[src/rtl/kmeans_centroid_update_k2_d2.sv]
// Per-centroid sum/count accumulator for a 2-centroid, 2-dimension k-means loop.
// On epoch end, one shared restoring divider turns sum/count into new centroids.
module kmeans_centroid_update_k2_d2 #(
    parameter int input_data_width  = 16,
    parameter int centroid_id_width = 1,
    parameter int count_width       = 16,
    parameter int acc_width         = 32
) (
    input  logic                         clk,
    input  logic                         rst,
    input  logic                         in_valid,
    output logic                         in_ready,
    input  logic [input_data_width-1:0]  input_data0,
    input  logic [input_data_width-1:0]  input_data1,
    input  logic [centroid_id_width-1:0] selected_centroid,
    input  logic                         epoch_done,
    input  logic                         load_valid,
    input  logic [centroid_id_width-1:0] load_id,
    input  logic [input_data_width-1:0]  load_d0,
    input  logic [input_data_width-1:0]  load_d1,
    output logic [input_data_width-1:0]  centroid0_d0,
    output logic [input_data_width-1:0]  centroid0_d1,
    output logic [input_data_width-1:0]  centroid1_d0,
    output logic [input_data_width-1:0]  centroid1_d1,
    output logic                         update_valid,
    output logic                         overflow
);

    typedef enum logic [1:0] {ACCUM, DIV, DONE} state_e;

    localparam int              IterW    = $clog2(acc_width + 1);
    localparam logic [IterW-1:0] LastIter = IterW'(acc_width);

    state_e                      state_q, state_d;
    logic [acc_width-1:0]        sum_q      [2][2];
    logic [acc_width-1:0]        sum_d      [2][2];
    logic [count_width-1:0]      count_q    [2];
    logic [count_width-1:0]      count_d    [2];
    logic [input_data_width-1:0] centroid_q [2][2];
    logic [input_data_width-1:0] centroid_d [2][2];
    logic                        overflow_q, overflow_d;
    logic [1:0]                  slot_q, slot_d;
    logic [IterW-1:0]            iter_q, iter_d;
    logic [count_width-1:0]      rem_q, rem_d;
    logic [acc_width-1:0]        dvd_q, dvd_d;

    logic                        sample_id;
    logic                        wr_id;
    logic [count_width-1:0]      divisor;
    logic [count_width:0]        rem_shift;
    logic [count_width:0]        rem_sub;
    logic                        quo_bit;
    logic [acc_width-1:0]        dvd_next;

    assign sample_id = selected_centroid[0];
    assign wr_id     = load_id[0];

    // Divider datapath: dvd_q shifts the dividend out at the top while
    // quotient bits enter at the bottom, so it holds the quotient at the end.
    assign divisor   = count_q[slot_q[1]];
    assign rem_shift = {rem_q, dvd_q[acc_width-1]};
    assign quo_bit   = (rem_shift >= {1'b0, divisor});
    assign rem_sub   = quo_bit ? (rem_shift - {1'b0, divisor}) : rem_shift;
    assign dvd_next  = {dvd_q[acc_width-2:0], quo_bit};

    always_comb begin
        // NOTE: every _d defaults to its _q first, so no path through this block infers a latch.
        state_d    = state_q;
        sum_d      = sum_q;
        count_d    = count_q;
        centroid_d = centroid_q;
        overflow_d = overflow_q;
        slot_d     = slot_q;
        iter_d     = iter_q;
        rem_d      = rem_q;
        dvd_d      = dvd_q;

        case (state_q)
            ACCUM: begin
                if (in_valid) begin
                    if (count_q[sample_id] == {count_width{1'b1}}) begin
                        overflow_d = 1'b1;
                    end else begin
                        sum_d[sample_id][0] = sum_q[sample_id][0] + acc_width'(input_data0);
                        sum_d[sample_id][1] = sum_q[sample_id][1] + acc_width'(input_data1);
                        count_d[sample_id]  = count_q[sample_id] + 1'b1;
                    end
                end
                if (load_valid) begin
                    centroid_d[wr_id][0] = load_d0;
                    centroid_d[wr_id][1] = load_d1;
                end
                if (epoch_done) begin
                    state_d = DIV;
                    slot_d  = 2'd0;
                    iter_d  = '0;
                end
            end

            DIV: begin
                if (iter_q == '0) begin
                    dvd_d  = sum_q[slot_q[1]][slot_q[0]];
                    rem_d  = '0;
                    iter_d = IterW'(1);
                end else begin
                    dvd_d = dvd_next;
                    rem_d = rem_sub[count_width-1:0];
                    if (iter_q == LastIter) begin
                        // Empty cluster keeps its centroid; the slot length stays fixed.
                        if (divisor != '0) begin
                            centroid_d[slot_q[1]][slot_q[0]] = dvd_next[input_data_width-1:0];
                        end
                        iter_d = '0;
                        if (slot_q == 2'd3) begin
                            state_d = DONE;
                        end else begin
                            slot_d = slot_q + 2'd1;
                        end
                    end else begin
                        iter_d = iter_q + 1'b1;
                    end
                end
            end

            DONE: begin
                sum_d      = '{default: '0};
                count_d    = '{default: '0};
                overflow_d = 1'b0;
                state_d    = ACCUM;
            end

            default: state_d = ACCUM;
        endcase
    end

    // NOTE: non-blocking assignments let every register update from the same pre-edge values.
    always_ff @(posedge clk) begin
        if (rst) begin
            // NOTE: sums and counts are reset explicitly; an empty cluster must read count 0, not X.
            state_q    <= ACCUM;
            sum_q      <= '{default: '0};
            count_q    <= '{default: '0};
            centroid_q <= '{default: '0};
            overflow_q <= 1'b0;
            slot_q     <= 2'd0;
            iter_q     <= '0;
            rem_q      <= '0;
            dvd_q      <= '0;
        end else begin
            state_q    <= state_d;
            sum_q      <= sum_d;
            count_q    <= count_d;
            centroid_q <= centroid_d;
            overflow_q <= overflow_d;
            slot_q     <= slot_d;
            iter_q     <= iter_d;
            rem_q      <= rem_d;
            dvd_q      <= dvd_d;
        end
    end

    assign in_ready     = (state_q == ACCUM);
    assign update_valid = (state_q == DONE);
    assign overflow     = overflow_q;
    assign centroid0_d0 = centroid_q[0][0];
    assign centroid0_d1 = centroid_q[0][1];
    assign centroid1_d0 = centroid_q[1][0];
    assign centroid1_d1 = centroid_q[1][1];

endmodule

[config.mk]
export PLATFORM = sky130hd
export DESIGN_NAME = kmeans_centroid_update_k2_d2
export DESIGN_NICKNAME = d
export VERILOG_FILES = /design/src/rtl/kmeans_centroid_update_k2_d2.sv
export SDC_FILE = /design/constraint.sdc
export NUM_CORES = 1
export LEC_CHECK = 0
export BUFFER_PORTS_ARGS = -buffer_cell sky130_fd_sc_hd__buf_2
export CAP_MARGIN = 20
export CORE_MARGIN = 4
export CORE_UTILIZATION = 45
export CTS_BUF_LIST = sky130_fd_sc_hd__clkbuf_2
export CTS_CLUSTER_SIZE = 25
export DETAILED_ROUTE_END_ITERATION = 12
export PLACE_DENSITY = 0.65
export SKIP_CTS_REPAIR_TIMING = 1
export SLEW_MARGIN = 10
export SYNTH_ARGS = -nofsm -noshare
export SYNTH_HDL_FRONTEND = slang
export SYNTH_SLANG_ARGS = --single-unit
[constraint.sdc]
create_clock -name clk -period 4.15 [get_ports clk]
set_clock_uncertainty 0.2 [all_clocks]
set_input_delay 0.2075 -clock clk [delete_from_list [all_inputs] [get_ports clk]]
set_output_delay 0.2075 -clock clk [all_outputs]
set_load 0.01 [all_outputs]
==> flow_metrics.env <==
export IMPL_status="completed"
export IMPL_r2r_start="slot_q[1]$_SDFFE_PP0P_"
export IMPL_grt_max_degree=76
export IMPL_slew_viol_final=0
export IMPL_path_max_fanout=21
export IMPL_switching_share=0.315
export IMPL_nFillCells=3232
export IMPL_drc=0
export IMPL_clk_pin_slew_worst_paths_ns=0.12
export IMPL_antenna_found_initial=1
export IMPL_dpl_instance_area_um2=17000
export IMPL_clk_latency_ns=0.89
export IMPL_period_needed_ns=3.76
export IMPL_p_total_mw=6.08
export IMPL_ys_types=72
export IMPL_crit_path_start="slot_q[1]$_SDFFE_PP0P_"
export IMPL_synthArstFlopShare=0
export IMPL_cts_buffer_depth=3
export IMPL_cts_root_buf="clkbuf_2"
export IMPL_postRouteAntennaNets=0
export IMPL_worstSetupPathType="reg -> reg"
export IMPL_yosys_area_share_simple=0.185
export IMPL_r2r_cells=10
export IMPL_fin_crit_sh=0.905
export IMPL_p_comb_frac=0.183
export IMPL_fin_ws_ns=0.392
export IMPL_vias=14900
export IMPL_core_rowCount=68
export IMPL_grt_pass1_wl_um=74300
export IMPL_synth_top_family_by_area="compound AO/OA/AOI/OAI gates"
export IMPL_fin_setup_tns_ns=0
export IMPL_dr_pass1_iters=5
export IMPL_fin_cells=2578
export IMPL_syn_num_nets=1981
export IMPL_hpwl_um=33800
export IMPL_ios=138
export IMPL_fin_hold_ws_ns=0.0692
export IMPL_setup_viol=0
export IMPL_synth_main_ff_cell="dfxtp_1"
export IMPL_critical_path_endpoint_type="flip-flop"
export IMPL_utilization=0.535
export IMPL_dieArea_um2=38600
export IMPL_drive_above_1_share=0.184
export IMPL_synth_adder_area_share=0.0468
export IMPL_routed_via_density=5.79
export IMPL_cp_data_arrival_time_ns=4.33
export IMPL_syn_area_per_cell_um2=8.63
export IMPL_switchingPower_mw=1.92
export IMPL_chipHeight_um=197
export IMPL_p_leak_nw=7.30
export IMPL_synthMuxAreaShare=0.120
export IMPL_synth_compound_area_frac=0.193
export IMPL_dp_slack_ns=0.446
export IMPL_die_w_um=197
export IMPL_power_internal_mw=4.17
export IMPL_numCtsBuffers=77
export IMPL_grt_use_total=0.236
export IMPL_synth_xor_area_frac=0.0613
export IMPL_synth_cell_area_um2=16000
export IMPL_ir_worst_vdd_v=0.000154
export IMPL_drt_iter0_markers=1083
export IMPL_worstMarginPinSlew_ns=0.748
export IMPL_clock_sinks=283
export IMPL_htree_levels=3
export IMPL_rrSetupSlack_ns=0.39
export IMPL_wl_per_cell_um=18.8
export IMPL_final_nets=2200
export IMPL_syn_inst=1852
export IMPL_io_buffers=137
export IMPL_wl_um=48400
export IMPL_gp_congestion=0.991
export IMPL_cts_tree="done"
export IMPL_rsz0062_at_grt="false"
export IMPL_rr_endpoint="centroid0_d0[7]$_SDFFE_PP0P_"
export IMPL_drv_cap=0
export IMPL_relSlewSlack=0.501
export IMPL_start_util=0.460
export IMPL_power_share_clock=0.338
export IMPL_coreArea_um2=34800
export IMPL_ys_warn_count=0
export IMPL_synth_edf_count=0
export IMPL_post_place_cells=2353
export IMPL_pwr_density_cell_nw_per_um2=327
export IMPL_syn_to_final_growth_pct=16.5
export IMPL_hold_class="in -> reg"
export IMPL_ys_seq_area_frac=0.354
export IMPL_startpoint_type="flip-flop"
export IMPL_grt_pass1_vias=13500
export IMPL_max_freq_mhz=266
export IMPL_grt_overflow=0
export IMPL_p_seq_frac=0.479
export IMPL_crit_end="centroid0_d0[7]$_SDFFE_PP0P_"
export IMPL_hold_viol=0
export IMPL_final_cell_area_um2=18600
export IMPL_ys_ff_latch=283
export IMPL_cp_data_required_time_ns=4.72
-- synthesized netlist by cell type (11+ instances only) --
| library cell | n | share of area |
|---|---|---|
| a21o_1 | 24 | 0.011 |
| inv_1 | 16 | 0.0038 |
| and3_1 | 17 | 0.0067 |
| mux2_2 | 37 | 0.026 |
| xnor2_1 | 64 | 0.035 |
| mux4_2 | 32 | 0.045 |
| and2_1 | 12 | 0.0047 |
| nand4_1 | 11 | 0.0043 |
| clkbuf_1 | 62 | 0.015 |
| mux2i_1 | 74 | 0.046 |
| dfxtp_1 | 283 | 0.35 |
| a21oi_1 | 109 | 0.034 |
| a211oi_1 | 107 | 0.050 |
| nor2_1 | 232 | 0.054 |
| or3_1 | 21 | 0.0082 |
| buf_4 | 13 | 0.0061 |
| xor2_1 | 48 | 0.026 |
| buf_1 | 13 | 0.0031 |
| nand3_1 | 63 | 0.020 |
| nand2_1 | 198 | 0.046 |
| o21ai_0 | 86 | 0.027 |
| a22oi_1 | 67 | 0.031 |
| nor2b_1 | 13 | 0.0051 |
| nor3_1 | 25 | 0.0078 |
| ha_1 | 55 | 0.043 |
| a31oi_1 | 14 | 0.0055 |
| buf_2 | 28 | 0.0088 |
-- sequential cells by signal, summed over array words and instances (netlist names), 6 cells and up --
signal,count
centroid0_d0,16
centroid0_d1,16
centroid1_d0,16
centroid1_d1,16
count_q,32
dvd_q,32
iter_q,6
rem_q,16
sum_q,128
-- power groups by stage --
stage	Sequential (mW)	Clock, mW	Combinational [mW]
detailed placement	2.97	0	1.00
CTS	2.91	2.12	1.00
finish	2.91	2.05	1.12
floorplan	2.96	0	0.715
global placement	2.97	0	0.985
global route	2.93	2.26	1.22
-- worst max-delay path: stages, from the launching register on --
cell,delay (ns)
dfxtp_2,0.66
buf_4,0.41
inv_2,0.12
or4_1,0.51
o22ai_1,0.19
nand3_1,0.11
o21ai_1,0.48
nor2_2,0.20
nor2_1,0.13
a211oi_1,0.06
dlygate4sd3_1,0.59
-- cell families (layout without fill, tap and decap cells) --
group,Yosys count,after routing
simple gates,647,647
other cells,0,1
buf+inv,138,408
flops,283,283
mux,145,145
fa+ha+maj,58,58
compound gates,469,469
xor+xnor,112,112
-- cells in the final DEF, fill, tap and decap left out, drive strengths merged, types with 4 or more instances in the layout --
cell type / instances
ha: 55
a21o: 24
clkbuf: 104
or4: 6
nor4: 11
xor2: 48
a211oi: 109
mux2i: 76
nand2: 200
mux2: 37
and3: 17
or2: 4
nand4: 12
o21ai: 91
nand3b: 4
nand3: 63
and2: 13
dfxtp: 283
o2111ai: 4
clkinv: 22
o22ai: 5
nor4b: 8
o21a: 9
o21bai: 6
dlygate4sd3: 91
nor2b: 13
a22oi: 67
inv: 19
o211ai: 8
or3: 21
a31oi: 14
a21boi: 6
nor3: 25
nand2b: 9
nor2: 234
buf: 169
a21oi: 111
mux4: 32
xnor2: 64
-- how the worst min path moves through the flow --
| stage | from | end | slack (ns) | cells past startpoint |
|---|---|---|---|---|
| after global placement | sum_q[109]$_SDFFE_PP0P_ | sum_q[109]$_SDFFE_PP0P_ | 0.25 | 2 |
| final | load_valid | centroid1_d0[9]$_SDFFE_PP0P_ | 0.07 | 7 |
| after floorplan | sum_q[32]$_SDFFE_PP0P_ | sum_q[32]$_SDFFE_PP0P_ | 0.24 | 2 |
| after CTS | load_d0[7] | centroid1_d0[7]$_SDFFE_PP0P_ | -0.55 | 3 |
| after detailed placement | sum_q[101]$_SDFFE_PP0P_ | sum_q[101]$_SDFFE_PP0P_ | 0.26 | 2 |
| after global routing | load_d1[14] | centroid0_d1[14]$_SDFFE_PP0P_ | 0.04 | 4 |
-- per-layer routing --
metal | track usage | vias up | part of all wire
met2 | 0.368 | 576 | 0.45
met1 | 0.332 | 7070 | 0.45
met3 | 0.0475 | 73 | 0.077
met4 | 0.0696 | 0 | 0.020
met5 | 0 | - | 0
li1 | - | 7199 | -
-- cell type report --
cell class                      instances  area, µm²  area share
Antenna cell                            1       2.50    0.000134
Multi-Input combinational cell       1431       9730       0.522
Inverter                               18       67.6     0.00363
Clock inverter                         26        184     0.00987
Timing Repair Buffer                  260       1890       0.101
Tap cell                              455        569      0.0306
Clock buffer                          104        520      0.0279
Sequential cell                       283       5670       0.304
Note: power is estimated with default switching activity, not from simulation.
